`src/rtl/arb_mux_pkg.sv`:
```
// Shared defaults and the round-robin wrap increment for the arbitrated result mux.
// Pure declarations: no latency, no backpressure.
// Used by rr_arbiter and arb_mux_rr.
package arb_mux_pkg;

    localparam int ARB_MUX_WIDTH_DEF = 8;
    localparam int ARB_MUX_CH_DEF    = 4;

    // Next channel index after idx, wrapping n-1 back to 0 (n need not be a power of two).
    function automatic logic [31:0] rr_next(input logic [31:0] idx, input logic [31:0] n);
        return ((idx + 32'd1) >= n) ? 32'd0 : (idx + 32'd1);
    endfunction

endpackage

```
`src/rtl/rr_arbiter.sv`:
```
// Round-robin request arbiter: first active request searching ptr, ptr+1, ... with wrap.
// Latency: combinational. Backpressure: none; the caller gates the grant with its load enable.
// Optional fixed-priority input when ARB_MUX_PRIO_EN is defined.
module rr_arbiter
    import arb_mux_pkg::*;
#(
    parameter  int CHANNELS = ARB_MUX_CH_DEF,
    localparam int SEL_W    = $clog2(CHANNELS)
) (
    input  logic [CHANNELS-1:0] req,
    input  logic [SEL_W-1:0]    ptr,
`ifdef ARB_MUX_PRIO_EN
    input  logic                prio,
`endif
    output logic [SEL_W-1:0]    grant,
    output logic                any_req
);

    // One extra bit so ptr + offset never overflows before the wrap subtraction.
    localparam int IW = SEL_W + 1;

    logic [IW-1:0] w_start;

    always_comb begin
        w_start = {1'b0, ptr};
`ifdef ARB_MUX_PRIO_EN
        if (prio) w_start = '0;
`endif
    end

    always_comb begin
        logic [IW-1:0] w_idx;
        grant   = '0;
        any_req = 1'b0;
        w_idx   = '0;
        for (int k = 0; k < CHANNELS; k++) begin
            w_idx = w_start + IW'(k);
            if (w_idx >= IW'(CHANNELS)) w_idx = w_idx - IW'(CHANNELS);
            if (!any_req && req[w_idx[SEL_W-1:0]]) begin
                grant   = w_idx[SEL_W-1:0];
                any_req = 1'b1;
            end
        end
    end

endmodule

```
`src/rtl/arb_mux_rr.sv`:
```
// Registered N-channel result mux with round-robin arbitration (fixed priority via ARB_MUX_PRIO_EN).
// Latency: 1 clk from input accept to out_valid; one word per clk when out_ready stays high.
// Backpressure: single-entry output register, loads when empty or draining; in_ready is one-hot or zero.
module arb_mux_rr
    import arb_mux_pkg::*;
#(
    parameter  int WIDTH    = ARB_MUX_WIDTH_DEF,
    parameter  int CHANNELS = ARB_MUX_CH_DEF,
    localparam int SEL_W    = $clog2(CHANNELS)
) (
    input  logic                      clk,
    input  logic                      rst,
    input  logic [CHANNELS-1:0]       in_valid,
    input  logic [CHANNELS*WIDTH-1:0] in_data,
    output logic [CHANNELS-1:0]       in_ready,
    output logic                      out_valid,
    output logic [WIDTH-1:0]          out_data,
    output logic [SEL_W-1:0]          out_sel,
`ifdef ARB_MUX_PRIO_EN
    input  logic                      prio_mode,
`endif
    input  logic                      out_ready
);

    logic                r_out_valid;
    logic [WIDTH-1:0]    r_out_data;
    logic [SEL_W-1:0]    r_out_sel;
    logic [SEL_W-1:0]    r_ptr;

    logic                w_ld;
    logic                w_any;
    logic [SEL_W-1:0]    w_grant;
    logic [SEL_W-1:0]    w_ptr_nxt;
    logic [WIDTH-1:0]    w_win_data;

    rr_arbiter #(
        .CHANNELS (CHANNELS)
    ) u_arb (
        .req      (in_valid),
        .ptr      (r_ptr),
`ifdef ARB_MUX_PRIO_EN
        .prio     (prio_mode),
`endif
        .grant    (w_grant),
        .any_req  (w_any)
    );

    assign w_ld      = ~r_out_valid | out_ready;
    assign w_ptr_nxt = SEL_W'(rr_next(32'(w_grant), 32'(CHANNELS)));

    // Ready depends only on valids, pointer and output state, never on data.
    assign in_ready  = (~rst & w_ld & w_any) ? (CHANNELS'(1) << w_grant) : '0;

    always_comb begin
        w_win_data = '0;
        for (int i = 0; i < CHANNELS; i++) begin
            if (w_grant == SEL_W'(i)) w_win_data = in_data[i*WIDTH +: WIDTH];
        end
    end

    always_ff @(posedge clk) begin
        if (rst) begin
            r_out_valid <= 1'b0;
            r_out_data  <= '0;
            r_out_sel   <= '0;
            r_ptr       <= '0;
        end else if (w_ld) begin
            if (w_any) begin
                r_out_valid <= 1'b1;
                r_out_data  <= w_win_data;
                r_out_sel   <= w_grant;
`ifdef ARB_MUX_PRIO_EN
                if (!prio_mode) r_ptr <= w_ptr_nxt;
`else
                r_ptr       <= w_ptr_nxt;
`endif
            end else begin
                r_out_valid <= 1'b0;
            end
        end
    end

    assign out_valid = r_out_valid;
    assign out_data  = r_out_data;
    assign out_sel   = r_out_sel;

endmodule

```
`config.mk`:
```
export PLATFORM = sky130hd
export DESIGN_NAME = arb_mux_rr
export DESIGN_NICKNAME = d
export VERILOG_FILES = /design/src/rtl/arb_mux_pkg.sv /design/src/rtl/rr_arbiter.sv /design/src/rtl/arb_mux_rr.sv
export SDC_FILE = /design/constraint.sdc
export NUM_CORES = 1
export LEC_CHECK = 0
export CAP_MARGIN = 20
export CORE_MARGIN = 2
export CORE_UTILIZATION = 41
export CTS_CLUSTER_SIZE = 10
export DETAILED_ROUTE_END_ITERATION = 12
export PLACE_DENSITY = 0.91
export SETUP_SLACK_MARGIN = 0.4
export SKIP_LAST_GASP = 1
export SLEW_MARGIN = 15
export SYNTH_ARGS = -nofsm -noshare
export SYNTH_HDL_FRONTEND = slang
export SYNTH_SLANG_ARGS = --single-unit
```
`constraint.sdc`:
```
create_clock -name clk -period 5.1 [get_ports clk]
set_clock_uncertainty 0.05 [all_clocks]
set_input_delay 1.02 -clock clk [delete_from_list [all_inputs] [get_ports clk]]
set_output_delay 1.02 -clock clk [all_outputs]
set_load 0.03 [all_outputs]
```
==> results by group <==
Die
  • Row count: 17
  • Chip width: roughly 52 µm
  • Die Area: about 2700 µm²
  • Core area: approximately 2200 µm²
  • Starting Density: 43.23%
  • # IOs: 54
  • Die height: 52.07 µm

Synthesis
  • Yosys top cell area share: 27.48%
  • Syn Area/Cell: 8.095 µm²
  • Unique masters post-synth: 28
  • Synthesized area: 947.2 µm²
  • Syn nets: 160
  • Register area share after synthesis: 27.48%
  • Synth Register Bits: 13
  • Cell taking the most area after synthesis: dfxtp_1
  • YS warnings: 0
  • Top cells by area, synth: dfxtp_1 27%, nand3b_1 7.9%, a221oi_1 7.4%
  • Synth Instances: about 120

Hold path
  • Hold/Removal Path Class: flip-flop to flip-flop
  • Hold Path End: out_data[7]
  • Hold Crit Depth: 2
  • Hold_sp: out_data[7]

Status
  • Outcome: completed

Setup path
  • Crit-path leading delay family: buffers and inverters
  • Critical path class: input pin to output pin
  • Buf+Inv Stages, Crit Path: 2
  • Worst reg2reg path startpoint: r_ptr[0]
  • Reg2reg end: out_data[2]
  • Worst Path Required: 4.03 ns
  • Setup crit end kind: output pin
  • Crit path launch: in_valid[0]
  • Worst r2r path cells: 9
  • Arrival time worst endpoint: 3.51 ns
  • Reg2Reg Setup Slack: 2.74 ns
  • Largest fanout on the critical path: 17
  • Startpoint types: input pin
  • Slowest cell delay on critical path: 0.66 ns
  • Crit path cell chain: clkdlybuf4s50_1 -> nor2b_1 -> nor2b_1 -> o21ai_1 -> or3_1 -> ha_2 -> and2_1 -> clkdlybuf4s50_1
  • Slowest CP cell: clkdlybuf4s50_1

Final layout
  • Post-layout nets: 211
  • Core Util, Final: 68.70%
  • Area Overhead vs Synth: 58.92%
  • Most frequent cells in the layout: 53 x clkdlybuf4s50_1, 13 x dfxtp_1, 12 x a21oi_1
  • Ant. Diodes: 0
  • Most common cell after layout, fill and taps aside: clkdlybuf4s50_1
  • Layout cell share with drive strength beyond 1: 8.383%

Route
  • Routed vias: approximately 1,000
  • Post-Route WL: 2792 µm
  • Drt drc: 0
  • Vias per inst: between 5 and 6
  • DR pass1 iterations: 4
  • Routed length per placed instance: roughly 14 µm
  • Antenna Violating Nets Remaining: 0
  • DRT iter0 DRCs: 18

Power and ir drop
  • Peak VDD IR: 0.2026 mV
  • Pwr Density: ~300 nW/µm²
  • Tot Pwr: 0.4527 mW
  • Static leakage: around 0.57 nW

Placement
  • Gp weighted congestion: 0.7641
  • Placement Setup Slack: 0.3876 ns
  • Post-DP HPWL: 2111 µm
  • IO buf count: 53

Global route
  • Vias in the first global route: 953
  • Initial antenna violation count: 0
  • GRT overflow: 0
  • Largest net degree at the start of global routing: 18
  • Total track usage: 21.57%
  • First-pass GRT wire length: 4271 µm

STA
  • Slew headroom: 61.01%
  • Final Hold Fails: 0
  • Final period util: roughly 90%
  • Pins Over Slew Limit: 0
  • RSZ-0062 raised after global routing: true
  • Final Worst Setup Slack: 0.5183 ns
  • Post-Route Setup TNS: 0 ns
  • Fmax: 218.3 MHz
  • Fin Hold WS: 0.4447 ns
  • Worst slew pin tran: 0.5831 ns
  • Minimum clock period: 4.582 ns
  • Final setup violation count: 0

Clock network
  • Clock buffer depth: 2
  • Clock sinks: 13
  • Clock-pin slew on the worst setup and hold paths: 0.08 ns
  • Clk_lat worst skew: between 0.2 and 0.3 ns
  • CTS Buf Count: 3
  • Hold Buf Count CTS: 0
  • Postcts setup bufs: 0
  • Root Driver: clkbuf_4
  • CTS tree: done
  • H-Tree Depth: 1

Run
  • # Max-Cap Violations: 0
==> sequential cells by signal, indices dropped and copies added, names as in the netlist <==
signal and flops:
out_data 8, out_sel 2, out_valid 1, r_ptr 2
==> cells in the mapped netlist <==
library cell and n:
buf_1 2, buf_6 1, nor3_2 3, nor2b_1 4, nand2b_1 3, and2_1 4, buf_2 4, buf_12 1
clkbuf_1 2, a21oi_1 12, o31ai_1 1, inv_1 10, nand3b_1 10, o41ai_1 1, o32ai_1 1, and2b_1 1
nor4_4 1, o31a_1 1, nor2_1 10, a211oi_2 2, nand2_1 2, dfxtp_1 13, or3_1 1, a221oi_1 8
o21ai_1 2, nor3_1 7, ha_1 4, a211oi_1 6
==> timing repair <==
| action | 4_1_cts | 5_1_grt |
|---|---|---|
| endpoints found under the setup margin | 1 | 2 |
| pin swaps | 0 | 0 |
| hold endpoints to repair | 0 | 0 |
| resized for setup | 2 | 0 |
==> per-layer routing <==
| layer | vias up | wire, µm | global-route usage [%] |
|---|---|---|---|
| li1 | 523 | - | - |
| met1 | 474 | 1136 | 25.22 |
| met2 | 47 | 1402 | 39.66 |
| met3 | 3 | 242 | 5.172 |
| met4 | 0 | 10 | 3.947 |
| met5 | - | 0 | 0 |
==> worst reg2reg max path, delay by kind of cell (launching register included) <==
| kind | cells | cell delay, ns |
|---|---|---|
| AO/OA/AOI/OAI | 2 | 0.46 |
| adder cells (fa/ha/maj) | 1 | 0.24 |
| buffers and inverters | 2 | 0.25 |
| flip-flops | 1 | 0.37 |
| AND/OR/NAND/NOR | 4 | 0.92 |
==> cells by family after synthesis <==
| kind of cell | after synthesis | share of synthesized area (%) |
|---|---|---|
| AOI/OAI and AO/OA | 34 | 25.76 |
| adders and majority gates | 4 | 5.284 |
| buffers and inverters | 20 | 10.97 |
| DFF | 13 | 27.48 |
| and+or+nand+nor | 46 | 30.52 |
==> area by class of cell <==
| class | instances | area, µm² |
|---|---|---|
| Inverter | 10 | 37.54 |
| Clock buffer | 4 | 26.28 |
| Tap cell | 28 | 35.03 |
| Sequential cell | 13 | 260.3 |
| Timing Repair Buffer | 56 | 553.0 |
| Fill cell | 192 | 685.7 |
| Multi-Input combinational cell | 84 | 593.1 |
==> through the flow <==
step	cells	cell area, µm²
after floorplan	117	947.2
final	195	1505
after CTS	195	1505
after global placement	191	1469
after global routing	195	1505
after detailed placement	191	1469
==> power breakdown <==
| group | total, mW | switching [mW] | internal (mW) |
|---|---|---|---|
| clock network | 0.0640 | 0.0336 | 0.0304 |
| registers | 0.131 | 0.0113 | 0.120 |
| logic | 0.257 | 0.136 | 0.121 |
==> how the worst max path moves through the flow <==
stage,to,slack (ns),cells past startpoint
after floorplan,in_ready[3],1.53,8
after detailed placement,in_ready[2],0.39,8
after global placement,in_ready[2],0.52,8
after global routing,in_ready[2],0.39,8
after CTS,in_ready[2],0.55,8
final,in_ready[2],0.52,8
No activity file was read; power rests on OpenSTA's default activity.
